--- src/rtl/exu_mc_pkg.sv ---
// Shared RV32I encodings and FSM state encoding for the exu_mc execute unit.
// The MUL states exist only when EXU_MC_MUL_EN is defined.
package exu_mc_pkg;

    localparam logic [6:0] OPC_I   = 7'b0010011;
    localparam logic [6:0] OPC_R   = 7'b0110011;
    localparam logic [6:0] OPC_B   = 7'b1100011;
    localparam logic [6:0] OPC_JAL = 7'b1101111;
    localparam logic [6:0] OPC_LUI = 7'b0110111;

    localparam logic [2:0] F3_ADD_SUB = 3'b000;
    localparam logic [2:0] F3_BEQ     = 3'b000;
    localparam logic [2:0] F3_BNE     = 3'b001;
    localparam logic [2:0] F3_MUL     = 3'b000;

    localparam logic [6:0] F7_ADD    = 7'b0000000;
    localparam logic [6:0] F7_SUB    = 7'b0100000;
    localparam logic [6:0] F7_MULDIV = 7'b0000001;

`ifdef EXU_MC_MUL_EN
    typedef enum logic [1:0] {
        ST_IDLE = 2'd0,
        ST_MUL  = 2'd1,
        ST_DONE = 2'd2
    } exu_state_t;
`endif

    // Iteration counter must reach DATA_WIDTH-1 without wrapping.
    function automatic int mul_cnt_width(input int dw);
        return $clog2(dw) + 1;
    endfunction

endpackage

--- src/rtl/exu_mul_iter.sv ---
// Iterative shift-add multiplier: one partial product per cycle, DATA_WIDTH cycles.
// done is high during the final iteration; product is valid while done is high.
module exu_mul_iter
    import exu_mc_pkg::*;
#(
    parameter int DATA_WIDTH = 32
) (
    input  logic                  clk,
    input  logic                  rst_n,
    input  logic                  start,
    input  logic [DATA_WIDTH-1:0] op_a,
    input  logic [DATA_WIDTH-1:0] op_b,
    output logic                  busy,
    output logic                  done,
    output logic [DATA_WIDTH-1:0] product
);

    localparam int CNT_W = mul_cnt_width(DATA_WIDTH);
    localparam logic [CNT_W-1:0] LAST_CNT = CNT_W'(DATA_WIDTH - 1);

    logic [DATA_WIDTH-1:0] mcand;
    logic [DATA_WIDTH-1:0] mplr;
    logic [DATA_WIDTH-1:0] acc;
    logic [CNT_W-1:0]      cnt;

    assign done    = busy && (cnt == LAST_CNT);
    // Folds in the last partial product so the result can be registered downstream this cycle.
    assign product = acc + (mplr[0] ? mcand : '0);

    always_ff @(posedge clk or negedge rst_n) begin
        if (!rst_n) begin
            mcand <= '0;
            mplr  <= '0;
            acc   <= '0;
            cnt   <= '0;
            busy  <= 1'b0;
        end else if (start) begin
            mcand <= op_a;
            mplr  <= op_b;
            acc   <= '0;
            cnt   <= '0;
            busy  <= 1'b1;
        end else if (busy) begin
            if (mplr[0]) begin
                acc <= acc + mcand;
            end
            mcand <= mcand << 1;
            mplr  <= mplr >> 1;
            cnt   <= cnt + 1'b1;
            if (done) begin
                busy <= 1'b0;
            end
        end
    end

endmodule

--- src/rtl/exu_mc.sv ---
// Multi-cycle RV32I execute unit: single-cycle ALU/branch/JAL/LUI plus optional iterative MUL.
// Define EXU_MC_MUL_EN to build the MUL path; otherwise MUL decodes as a bubble and hold_o is 0.
module exu_mc
    import exu_mc_pkg::*;
#(
    parameter int DATA_WIDTH = 32,
    parameter int ADDR_WIDTH = 12
) (
    input  logic                  clk,
    input  logic                  rst_n,
    input  logic                  valid_i,
    input  logic [31:0]           instr_i,
    input  logic [ADDR_WIDTH-1:0] instr_addr_i,
    input  logic [DATA_WIDTH-1:0] op1_i,
    input  logic [DATA_WIDTH-1:0] op2_i,
    input  logic [4:0]            rd_addr_i,
    input  logic                  wen_i,
    output logic [4:0]            rd_addr_o,
    output logic [DATA_WIDTH-1:0] rd_data_o,
    output logic                  wen_o,
    output logic [DATA_WIDTH-1:0] jump_addr_o,
    output logic                  jump_en_o,
    output logic                  hold_o
);

    logic [6:0] opcode;
    logic [2:0] funct3;
    logic [6:0] funct7;

    assign opcode = instr_i[6:0];
    assign funct3 = instr_i[14:12];
    assign funct7 = instr_i[31:25];

    logic [DATA_WIDTH-1:0] pc_ext, b_imm, j_imm, u_imm;
    logic [4:0]            nxt_rd;
    logic [DATA_WIDTH-1:0] nxt_data, nxt_jaddr;
    logic                  nxt_wen, nxt_jen;

    // Single-cycle result; anything not decoded here leaves the all-zero bubble.
    always_comb begin
        pc_ext                   = '0;
        pc_ext[ADDR_WIDTH-1:0]   = instr_addr_i;
        b_imm                    = {DATA_WIDTH{instr_i[31]}};
        b_imm[12:0]              = {instr_i[31], instr_i[7], instr_i[30:25], instr_i[11:8], 1'b0};
        j_imm                    = {DATA_WIDTH{instr_i[31]}};
        j_imm[20:0]              = {instr_i[31], instr_i[19:12], instr_i[20], instr_i[30:21], 1'b0};
        u_imm                    = {DATA_WIDTH{instr_i[31]}};
        u_imm[31:0]              = {instr_i[31:12], 12'b0};
        nxt_rd    = '0;
        nxt_data  = '0;
        nxt_wen   = 1'b0;
        nxt_jaddr = '0;
        nxt_jen   = 1'b0;
        if (valid_i) begin
            case (opcode)
                OPC_I: begin
                    if (funct3 == F3_ADD_SUB) begin
                        nxt_rd   = rd_addr_i;
                        nxt_data = op1_i + op2_i;
                        nxt_wen  = wen_i;
                    end
                end
                OPC_R: begin
                    if (funct3 == F3_ADD_SUB && funct7 == F7_ADD) begin
                        nxt_rd   = rd_addr_i;
                        nxt_data = op1_i + op2_i;
                        nxt_wen  = wen_i;
                    end else if (funct3 == F3_ADD_SUB && funct7 == F7_SUB) begin
                        nxt_rd   = rd_addr_i;
                        nxt_data = op1_i - op2_i;
                        nxt_wen  = wen_i;
                    end
                end
                OPC_B: begin
                    if (funct3 == F3_BEQ) begin
                        nxt_jaddr = pc_ext + b_imm;
                        nxt_jen   = (op1_i == op2_i);
                    end else if (funct3 == F3_BNE) begin
                        nxt_jaddr = pc_ext + b_imm;
                        nxt_jen   = (op1_i != op2_i);
                    end
                end
                OPC_JAL: begin
                    nxt_rd    = instr_i[11:7];
                    nxt_data  = pc_ext + DATA_WIDTH'(4);
                    nxt_wen   = 1'b1;
                    nxt_jaddr = pc_ext + j_imm;
                    nxt_jen   = 1'b1;
                end
                OPC_LUI: begin
                    nxt_rd   = rd_addr_i;
                    nxt_data = u_imm;
                    nxt_wen  = 1'b1;
                end
                default: ;
            endcase
        end
    end

`ifdef EXU_MC_MUL_EN
    exu_state_t            state;
    logic [4:0]            mul_rd;
    logic                  mul_wen;
    logic                  mul_busy, mul_done;
    logic [DATA_WIDTH-1:0] mul_product;
    logic                  is_mul, issue_mul;

    assign is_mul    = valid_i && opcode == OPC_R && funct3 == F3_MUL && funct7 == F7_MULDIV;
    assign issue_mul = is_mul && (state != ST_MUL);
    // Multiplier busy covers exactly the MUL state; the issue cycle adds the combinational term.
    assign hold_o    = mul_busy || issue_mul;

    exu_mul_iter #(.DATA_WIDTH(DATA_WIDTH)) u_mul (
        .clk     (clk),
        .rst_n   (rst_n),
        .start   (issue_mul),
        .op_a    (op1_i),
        .op_b    (op2_i),
        .busy    (mul_busy),
        .done    (mul_done),
        .product (mul_product)
    );
`else
    assign hold_o = 1'b0;
`endif

    always_ff @(posedge clk or negedge rst_n) begin
        if (!rst_n) begin
            rd_addr_o   <= '0;
            rd_data_o   <= '0;
            wen_o       <= 1'b0;
            jump_addr_o <= '0;
            jump_en_o   <= 1'b0;
`ifdef EXU_MC_MUL_EN
            state       <= ST_IDLE;
            mul_rd      <= '0;
            mul_wen     <= 1'b0;
`endif
        end
`ifdef EXU_MC_MUL_EN
        else if (state == ST_MUL) begin
            rd_addr_o   <= '0;
            rd_data_o   <= '0;
            wen_o       <= 1'b0;
            jump_addr_o <= '0;
            jump_en_o   <= 1'b0;
            if (mul_done) begin
                rd_addr_o <= mul_rd;
                rd_data_o <= mul_product;
                wen_o     <= mul_wen;
                state     <= ST_DONE;
            end
        end
`endif
        else begin
            // IDLE and DONE both accept a new instruction.
            rd_addr_o   <= nxt_rd;
            rd_data_o   <= nxt_data;
            wen_o       <= nxt_wen;
            jump_addr_o <= nxt_jaddr;
            jump_en_o   <= nxt_jen;
`ifdef EXU_MC_MUL_EN
            if (issue_mul) begin
                state   <= ST_MUL;
                mul_rd  <= rd_addr_i;
                mul_wen <= wen_i;
            end else begin
                state   <= ST_IDLE;
            end
`endif
        end
    end

endmodule

--- config.mk ---
export PLATFORM = sky130hd
export DESIGN_NAME = exu_mc
export DESIGN_NICKNAME = d
export VERILOG_FILES = /design/src/rtl/exu_mc_pkg.sv /design/src/rtl/exu_mul_iter.sv /design/src/rtl/exu_mc.sv
export SDC_FILE = /design/constraint.sdc
export NUM_CORES = 1
export LEC_CHECK = 0
export CAP_MARGIN = 20
export CORE_MARGIN = 2
export CORE_UTILIZATION = 48
export DETAILED_ROUTE_END_ITERATION = 7
export GPL_ROUTABILITY_DRIVEN = 0
export PLACE_DENSITY = 0.77
export SLEW_MARGIN = 15
export SYNTH_ARGS = -nofsm -noshare
export SYNTH_HDL_FRONTEND = slang
export SYNTH_SLANG_ARGS = --single-unit
--- constraint.sdc ---
create_clock -name clk -period 0.8 [get_ports clk]
set_input_delay 0.16 -clock clk [delete_from_list [all_inputs] [get_ports clk]]
set_output_delay 0.16 -clock clk [all_outputs]
set_load 0.02 [all_outputs]
==> results_dict.tcl, run 1 <==
set metrics [dict create \
    status "did not finish" \
    failing_step "global routing (5_1_grt)" \
    first-error "[ERROR GRT-0116] Global routing finished with congestion. Check the congestion regions in the DRC Viewer." \
    die_y_microns 126 \
    root_buffer "clkbuf_16" \
    synth-adder-area-share_pct 15.1 \
    cts_buffers 9 \
    ys_types 71 \
    dp_hpwl_microns 23900 \
    clockBufferDepth 2 \
    grt_max_degree 33 \
    synth_xor_xnor_area_share_pct 7.08 \
    num_rows 44 \
    yosysWarnings 0 \
    clock-sinks 61 \
    syn_inst 926 \
    syn_nets 1127 \
    synth_compound_area_share_pct 28.4 \
    track_usage_pct 71.3 \
    synth_top_family_by_area "compound AO/OA/AOI/OAI gates" \
    h-tree-depth 3 \
    synth-main-ff-cell "dfrtp_1" \
    die_x_microns 126 \
    dp_slack_ns -2.41 \
    synth.avg_cell_area_sq_um 7.75 \
    grt_overflow 12 \
    yosysSeqAreaShare_pct 21.3 \
    first_global_vias 14300 \
    synthSimpleGateAreaFrac_pct 20.3 \
    start_util_pct 49.2 \
    grt_pass1_wl_microns 88100 \
    syn_area_sq_um 7170 \
    synth_edf_count 0 \
    dpl-instance-area_sq_um 12200 \
    port_buffers 187 \
    synthMuxAreaShare_pct 0.140 \
    ys_async_sr_fraction_pct 100 \
    ys_seq_elements 61 \
    top_level_ports 189 \
]
[what timing repair did]
action                                  CTS
endpoints found under the hold margin    61
hold buffers                              1
cloned                                    2
buffers inserted                         81
endpoints found under the setup margin  132
pin swaps                               197
resized for setup                       945
[per-stage QoR]
step,instances,hold WS [ns]
after floorplan,926,-0.136
after global placement,1562,0.168
after detailed placement,1562,0.177
after CTS,1660,0.0993
[cells by family after synthesis]
group                      Yosys count
AOI/OAI and AO/OA                  299
DFF                                 61
other                                1
muxes                                1
buffers and inverters              131
adders and majority gates           84
and+or+nand+nor                    291
xor gates and xnor gates            58
[cells in the mapped netlist (3+ instances only)]
cell type  number  share of area [%]
ha_1           80                 14
o22ai_1        11               0.96
buf_4          11                1.2
o21a_1          8               0.84
a211oi_1        8               0.84
a222oi_1       14                2.0
a31oi_1        10               0.87
or3_1          18                1.6
clkbuf_1       40                2.1
a21boi_0        3               0.31
xor2_1         19                2.3
a221oi_1        7               0.85
o211a_1         3               0.42
o211ai_1        5               0.52
nor2b_1        14                1.2
dfrtp_1        61                 21
a21oi_1        73                5.1
a31o_2          4               0.49
fa_1            4                1.1
a311oi_1        3               0.37
nor3_1         23                1.6
buf_2          10               0.70
a21o_1         21                2.2
or4_1           5               0.52
and2_1          9               0.78
o221a_2         4               0.63
inv_1          69                3.6
o32ai_1         3               0.37
xnor2_1        39                4.8
nor2_1         81                4.2
a22oi_1        15                1.6
o221ai_1        4               0.49
nand3_1        14               0.98
nand4_1        15                1.3
o31ai_1        11                1.2
o21ai_0        52                3.6
or2_2           7               0.61
o31a_1          3               0.37
nand2_1        59                3.1
and3_1         11               0.96
o21bai_1       11                1.2
a221o_1         5               0.70
nor4_1          9               0.78
nand2b_1       14                1.2
[per-layer routing]
metal / GRT overflow / track usage (%)
met5: 0 / 12.7
met4: 9 / 74.5
met3: 0 / 50.4
met2: 3 / 93.2
met1: 0 / 69.7
==> run 2, diff against run 1 <==
--- a/config.mk
+++ b/config.mk
@@ -7,10 +7,10 @@
 export LEC_CHECK = 0
 export CAP_MARGIN = 20
 export CORE_MARGIN = 2
-export CORE_UTILIZATION = 48
+export CORE_UTILIZATION = 33
 export DETAILED_ROUTE_END_ITERATION = 7
 export GPL_ROUTABILITY_DRIVEN = 0
-export PLACE_DENSITY = 0.77
+export PLACE_DENSITY_LB_ADDON = 0.15
 export SLEW_MARGIN = 15
 export SYNTH_ARGS = -nofsm -noshare
 export SYNTH_HDL_FRONTEND = slang
==> run 2 against run 1 <==
Effect of this change:
- the flow now finishes, with violations (negative setup slack)
- synthesized cell count stayed put
- area after synthesis is the same
==> results_dict.tcl, run 2 <==
set metrics [dict create \
    status "complete, but fails checks" \
    violations "negative setup slack" \
    max_freq_ghz 0.413 \
    dp_hpwl_microns 23400 \
    synth-main-ff-cell "dfrtp_1" \
    grt_max_degree 39 \
    powerDensity_nw_per_um2 1100 \
    hold_viol 0 \
    antenna_found_initial 0 \
    fin_util_pct 72.2 \
    vdd_drop_max_v 0.00107 \
    drt_iter0_markers 673 \
    synth_area_leaders "dfrtp_1, ha_1, a21oi_1, xnor2_1, nor2_1" \
    top_level_ports 189 \
    ant_nets 0 \
    core_area_sq_um 21200 \
    yosysWarnings 0 \
    critPathKind "in2reg" \
    synthTopCellsByCount "nor2_1, ha_1, a21oi_1" \
    dp.cells 1657 \
    yosysTopAreaCellShare_pct 21.3 \
    hold_class "in2reg" \
    start_util_pct 33.9 \
    finalSetupViolations 132 \
    fin_ws_ns -1.62 \
    finalCritPeriodShare_pct 303 \
    die_area_sq_um 22900 \
    rsz0062_at_grt "true" \
    p_leak_nw 6.90 \
    path_cells "buf_6 -> buf_6 -> ha_4 -> inv_2 -> fa_2 -> nor3_2 -> o311a_1 -> or3_4 -> a21oi_4 -> buf_6 -> o31ai_4 -> a311o_1 -> nor2_1 -> o21bai_1 -> a21oi_1" \
    top_regs "rd_data_o x32, jump_addr_o x22, rd_addr_o x5" \
    vias 9719 \
    cts_buffers 9 \
    viasPerCell 5.45 \
    syn2layout_area_growth_pct 113 \
    ys_async_sr_fraction_pct 100 \
    slowest_stage "a311o_1" \
    crit_top_cell "buf_6" \
    cp-end-kind "flip-flop" \
    clockBufferDepth 2 \
    cp_num_buf_inv 4 \
    slowest_delay_ns 0.43 \
    grt_overflow 0 \
    ys_types 71 \
    regMostFlops "rd_data_o" \
    wirelength_microns 33800 \
    maxCapViolations 0 \
    firstDrtPassIters 5 \
    crit_required_ns 1.07 \
    drc 0 \
    cp_top_family "compound AO/OA/AOI/OAI gates" \
    final_net_count 1700 \
    root_buffer "clkbuf_16" \
    ys_seq_elements 61 \
    layout_commonest_cell "buf_4" \
    whs_ns 0.0825 \
    first_global_vias 9376 \
    critPathLaunchType "input pin" \
    yosysSeqAreaShare_pct 21.3 \
    grt_pass1_wl_microns 47600 \
    final_cell_mix "buf_4, buf_6, nor2_1" \
    h-tree-depth 3 \
    cts_tree "built" \
    syn_inst 926 \
    drive_gt1_share_pct 62.0 \
    die_y_microns 151 \
    port_buffers 187 \
    syn_area_sq_um 7170 \
    synth.avg_cell_area_sq_um 7.75 \
    clock-sinks 61 \
    num_rows 53 \
    cp.arrival_ns 2.69 \
    syn_nets 1127 \
    slew_viol_final 0 \
    yosysMostFrequentCell "nor2_1" \
    largest_reg_flops 32 \
    instances_no_fill 1782 \
    synth_largest_area_cell "dfrtp_1" \
    cp_max_fo 3 \
    cts.reportedPaths.clkPinSlew_ns 0.06 \
    drt-wirelength-per-cell_microns 19.0 \
    synth_edf_count 0 \
    track_usage_pct 26.5 \
    period_needed_ns 2.42 \
    die_x_microns 151 \
]
## run 2: final cells by class
cell class / count / area [sq um]
sequential: 61 / 1530
clock buffer: 9 / 225
multi-input combinational: 735 / 7250
clock inverter: 7 / 124
tap: 275 / 344
timing repair buffer: 623 / 5480
inverter: 69 / 317
antenna: 3 / 7.51
fill: 1550 / 5880
## run 2: layer usage
layer | track usage, % | wire length, microns | vias up | part of all wire [%]
met5 | 0 | 0 | - | 0
met4 | 9.07 | 1040 | 0 | 3.1
met3 | 4.01 | 2170 | 83 | 6.4
met2 | 45.4 | 16700 | 433 | 49
met1 | 34.0 | 13900 | 4681 | 41
li1 | - | - | 4522 | -
## run 2: worst paths after layout
kind	endpoint	cells after the start	slack, ns	from
hold / removal	rd_addr_o[2]$_DFF_PN0_	3	0.08	instr_i[9]
min in group asynchronous	jump_addr_o[6]$_DFF_PN0_	3	0.34	rst_n
max in group asynchronous	rd_data_o[10]$_DFF_PN0_	3	0.17	rst_n
setup / recovery	rd_data_o[24]$_DFF_PN0_	15	-1.62	op1_i[0]
## run 2: report_power, final
group	switching, W	internal (W)	total (W)
clock	0.00154	0.00306	0.00460
sequential	0.00000737	0.00310	0.00311
combinational	0.00430	0.00473	0.00903
total	0.00585	0.0109	0.0167
## run 2: cells by family after synthesis
| group | after synthesis | share of synthesized area [%] |
|---|---|---|
| adders and majority gates | 84 | 15.1 |
| AOI/OAI and AO/OA | 299 | 28.4 |
| xor gates and xnor gates | 58 | 7.08 |
| and+or+nand+nor | 291 | 20.3 |
| DFF | 61 | 21.3 |
| muxes | 1 | 0.140 |
| buffers and inverters | 131 | 7.71 |
| other | 1 | 0.0523 |
## run 2: what timing repair did
action / CTS / global route
pin swaps: 196 / 176
endpoints found under the hold margin: 61 / 0
gates cloned: 3 / 0
setup endpoints to repair: 132 / 132
hold buffers: 1 / 0
gates resized for setup: 553 / 573
setup buffers: 61 / 62
## run 2: tightest hold or removal path, delay by kind of cell
kind	cells	cell delay, ns
AND/OR/NAND/NOR	1	0.08
AO/OA/AOI/OAI	1	0.06
buffers and inverters	1	0.08
## run 2: metrics by stage
step	TNS, ns	total power (W)	cell area [sq um]	setup slack, ns
after global routing	-95.77	0.0175	15300	-1.71
final	-90.53	0.0167	15300	-1.62
after detailed placement	-141.99	0.00971	12300	-2.41
after global placement	-139.95	0.00963	12300	-2.34
after CTS	-110.16	0.0155	14100	-1.62
after floorplan	-74.00	0.00644	7970	-1.65
No activity file was read; power rests on OpenSTA's default activity.
==> run 3, diff against run 2 <==
--- a/config.mk
+++ b/config.mk
@@ -11,7 +11,7 @@
 export DETAILED_ROUTE_END_ITERATION = 7
 export GPL_ROUTABILITY_DRIVEN = 0
 export PLACE_DENSITY_LB_ADDON = 0.15
-export SLEW_MARGIN = 15
+export RECOVER_POWER = 50
 export SYNTH_ARGS = -nofsm -noshare
 export SYNTH_HDL_FRONTEND = slang
 export SYNTH_SLANG_ARGS = --single-unit
==> run 3 against run 2 <==
Effect of this change:
- the flow still finishes with violations (negative setup slack)
- cell count hardly changed
- largest power group unchanged
- hold slack hardly changed
- flip-flop and latch count stayed put
- global-route usage stayed put
- final area hardly changed
- non-clock buffer count stayed put
- sequential power hardly changed
- routed wire length is 0.11% lower
- combinational power hardly changed
- critical path depth stayed put
- fmax is 0.29% higher
==> results_dict.tcl, run 3 (same netlist as run 2, synthesis figures left out) <==
set metrics [dict create \
    status "complete, but fails checks" \
    violations "negative setup slack" \
    whs_ns 0.0829 \
    path_depth 15 \
    final_net_count 1700 \
    finalSetupViolations 132 \
    cts_tree "built" \
    port_buffers 187 \
    cts_buffers 9 \
    vias 9735 \
    core_area_sq_um 21200 \
    instances_no_fill 1781 \
    crit_top_cell "buf_6" \
    hold_viol 0 \
    slew_viol_final 0 \
    top_regs "rd_data_o x32, jump_addr_o x22, rd_addr_o x5" \
    crit_required_ns 1.07 \
    slowest_delay_ns 0.43 \
    finalSetupTns_ns -90.78 \
    cp-end-kind "flip-flop" \
    fin_ws_ns -1.61 \
    critPathLaunchType "input pin" \
    antenna_found_initial 0 \
    num_rows 53 \
    dp_hpwl_microns 23400 \
    cp_num_buf_inv 4 \
    cp.arrival_ns 2.69 \
    top_level_ports 189 \
    grt_overflow 0 \
    layout_commonest_cell "buf_4" \
    grt_pass1_wl_microns 47600 \
    cts.reportedPaths.clkPinSlew_ns 0.06 \
    die_x_microns 151 \
    largest_reg_flops 32 \
    cp_top_family "compound AO/OA/AOI/OAI gates" \
    maxCapViolations 0 \
    slowest_stage "a311o_1" \
    seq_area_sq_um 1530 \
    drt_iter0_markers 680 \
    combPwrFrac_pct 54.0 \
    die_y_microns 151 \
    die_area_sq_um 22900 \
    firstDrtPassIters 5 \
    p_int_w 0.0109 \
    syn2layout_area_growth_pct 113 \
    drt-wirelength-per-cell_microns 18.9 \
    first_global_vias 9376 \
    final_cell_mix "buf_4, buf_6, nor2_1" \
    drive_gt1_share_pct 61.9 \
    drc 0 \
    dp.cells 1657 \
    track_usage_pct 26.5 \
    clock-sinks 61 \
    regMostFlops "rd_data_o" \
    wirelength_microns 33700 \
    hold_class "in2reg" \
    seqPwrFrac_pct 18.6 \
    power_switching_share_pct 35.0 \
    min_path_cells 3 \
    clockBufferDepth 2 \
    fin_util_pct 72.2 \
    grt_max_degree 39 \
    viasPerCell 5.47 \
    p_sw_w 0.00585 \
    critPathKind "in2reg" \
    powerDensity_nw_per_um2 1100 \
    h-tree-depth 3 \
    p_leak_nw 6.89 \
    vdd_drop_max_v 0.00107 \
    period_needed_ns 2.41 \
    cp_max_fo 3 \
    start_util_pct 33.9 \
    multiInputGateArea_sq_um 7250 \
    fillCellCount 1555 \
    finalCritPeriodShare_pct 302 \
    rsz0062_at_grt "true" \
    root_buffer "clkbuf_16" \
    ant_nets 0 \
    path_cells "buf_6 -> buf_6 -> ha_4 -> inv_2 -> fa_2 -> nor3_2 -> o311a_1 -> or3_4 -> a21oi_4 -> buf_6 -> o31ai_4 -> a311o_1 -> nor2_1 -> o21bai_1 -> a21oi_1" \
    max_freq_ghz 0.414 \
    clockPowerShare_pct 27.5 \
]
-- run 3: cell types whose count changed in the layout (fill, tap and decap cells not counted), sizes merged --
cell / delta
diode: -1
clkbuf: +1
buf: -1
-- run 3: worst paths after layout --
check | start | end
min in group asynchronous | rst_n | jump_addr_o[5]$_DFF_PN0_
max in group asynchronous | rst_n | rd_data_o[17]$_DFF_PN0_
hold / removal | instr_i[9] | rd_addr_o[2]$_DFF_PN0_
setup / recovery | op1_i[0] | rd_data_o[24]$_DFF_PN0_
-- run 3: cell type report --
cell class	count	area share, %
multi-input combinational	735	47.5
tap	275	2.25
clock inverter	7	0.812
antenna	2	0.0328
clock buffer	9	1.48
inverter	69	2.07
sequential	61	10.0
timing repair buffer	623	35.8
-- run 3: through the flow --
stage               setup WS, ns  power, W  instance area, sq um
CTS                        -1.62    0.0155                 14100
global placement           -2.34   0.00963                 12300
global route               -1.71    0.0174                 15300
detailed placement         -2.41   0.00971                 12300
floorplan                  -1.65   0.00644                  7970
finish                     -1.61    0.0167                 15300
-- run 3: what timing repair did --
| action | 4_1_cts | 5_1_grt |
|---|---|---|
| endpoints found under the hold margin | 61 | 0 |
| pin swaps | 196 | 176 |
| resized for setup | 553 | 573 |
| setup buffers | 61 | 62 |
| hold buffers | 1 | 0 |
| cloned | 3 | 0 |
| endpoints found under the setup margin | 132 | 132 |
-- run 3: power by group through the flow --
stage	sequential [W]	combinational [W]	clock, W
3_3_place_gp	0.00316	0.00647	0
2_1_floorplan	0.00318	0.00326	0
4_1_cts	0.00311	0.00779	0.00462
6_report	0.00311	0.00903	0.00459
5_1_grt	0.00311	0.00956	0.00477
3_5_place_dp	0.00316	0.00655	0
-- run 3: metal layers --
layer | global-route usage (%) | up-vias | part of all wire, %
met5 | 0 | - | 0
met4 | 9.07 | 0 | 3.1
met3 | 4.01 | 81 | 6.7
met2 | 45.4 | 466 | 50
met1 | 34.0 | 4672 | 41
li1 | - | 4516 | -
==> run 4, diff against run 3 <==
--- a/config.mk
+++ b/config.mk
@@ -12,6 +12,7 @@
 export GPL_ROUTABILITY_DRIVEN = 0
 export PLACE_DENSITY_LB_ADDON = 0.15
 export RECOVER_POWER = 50
+export SLEW_MARGIN = 10
 export SYNTH_ARGS = -nofsm -noshare
 export SYNTH_HDL_FRONTEND = slang
 export SYNTH_SLANG_ARGS = --single-unit
==> results of run 4 <==
The final DEF is identical to that of run 3; final timing and power are the same.
==> RTL edit (flow settings as in run 2) <==
Change the parameter `ADDR_WIDTH` from 12 to 11.
--- a/src/rtl/exu_mc.sv
+++ b/src/rtl/exu_mc.sv
@@ -6,3 +6,3 @@
     parameter int DATA_WIDTH = 32,
-    parameter int ADDR_WIDTH = 12
+    parameter int ADDR_WIDTH = 11
 ) (
Interface: changed (resized instr_addr_i); port bits go from 189 to 188. No check against the original RTL was run, so the function may have changed too.
==> RTL edit against run 2 <==
Total power shrank 7.7%; critical path depth grew 1; worst setup slack lost 0.12 ns; critical path type unchanged; sequential cell count is the same; non-clock buffer count shrank 21; fmax shrank 4.9%; sequential power is essentially flat; the run still ends with setup timing left; synthesized cell count shrank 7.1%; area after synthesis shrank 5.1%; via count shrank 8.3%; wire length shrank 8.1%; design area shrank 3.4%.
==> RTL edit: results <==
[outcome]
status = "complete, but fails checks"
violations = "setup timing"

[logic_synthesis]
synth-compound-area-share = 0.285
ys_types = 66
synth_nets = 1058
synth_common_cells = "90 x nor2_1, 78 x ha_1, 72 x a21oi_1"
synth_fa_ha_area_frac = 0.155
synth-edff-count = 0
synthFlopType = "dfrtp_1"
muxShareOfSynthArea = 0.00147
synth_seq_area_share = 0.224
synth_area_per_cell_um2 = 7.92
synth_xor_area_frac = 0.0797

[power_and_ir_drop]
combinationalPowerShare = 0.530
p_leak_nw = 6.79
p_sw_frac = 0.344
pg_clk_mw = 4.13
ir_worst_vdd_mv = 1.07
power_frac_clock = 0.268

[layout]
multi_input_area_um2 = 6790
diodes = 0
drive_above_1_share = 0.620
instances_no_fill = 1690
fill_cells = 1416

[global_route]
grtUsageMet2 = 0.457
use_met3 = 0.0361
grt_pass1_vias = 8741
grt_pass1_wl_mm = 45.9
track_usage = 0.267

[clocking]
ctsResizeCount = 957
post_cts_buffers = 86

[placed_design]
dpl.hpwl_mm = 21.5
place_area_um2 = 11700
port_buffers = 186
place_inst = 1559
place_ws_ns = -2.57

[min_path]
hold_path_end = "rd_addr_o[3]"
worst_hold_startpoint = "instr_i[10]"

[critical_path]
cp.arrival_ns = 2.76
cpPeakStageDelay_ns = 0.33

[routing]
post_drt_wl_per_cell_um = 18.4
wl_met3_mm = 1.87
first_pass_iters = 8
wirelength_met1_mm = 13.1
met2_length_mm = 15.1
drt_iter0_markers = 612

[sta]
setup_viol = 132
finalWorstSetupSlack_ns = -1.74
final.setup.tns_ns = -83.14
hold_ws_ns = 0.156
## RTL edit: changes by cell type in the layout (fill, tap and decap cells not counted), sizes merged, moves of 11 or more
cell and change:
clkbuf -23, or3 -15, o21ai -11, nor3 -13
## RTL edit: how the worst max path moves through the flow
stage | start | to | depth (start not counted) | slack (ns)
finish | op1_i[0] | rd_data_o[28] | 16 | -1.74
floorplan | op1_i[6] | rd_data_o[27] | 11 | -1.77
CTS | op1_i[1] | rd_data_o[27] | 13 | -1.76
global placement | op1_i[0] | rd_data_o[24] | 16 | -2.49
global route | op1_i[0] | rd_data_o[28] | 15 | -1.83
detailed placement | op2_i[0] | rd_data_o[20] | 15 | -2.57
## RTL edit: cell type report
| type | count | area share |
|---|---|---|
| clock buffer | 9 | 0.0153 |
| inverter | 68 | 0.0209 |
| tap | 270 | 0.0229 |
| clock inverter | 5 | 0.00526 |
| timing repair buffer | 602 | 0.372 |
| multi-input combinational | 675 | 0.460 |
| sequential | 61 | 0.104 |
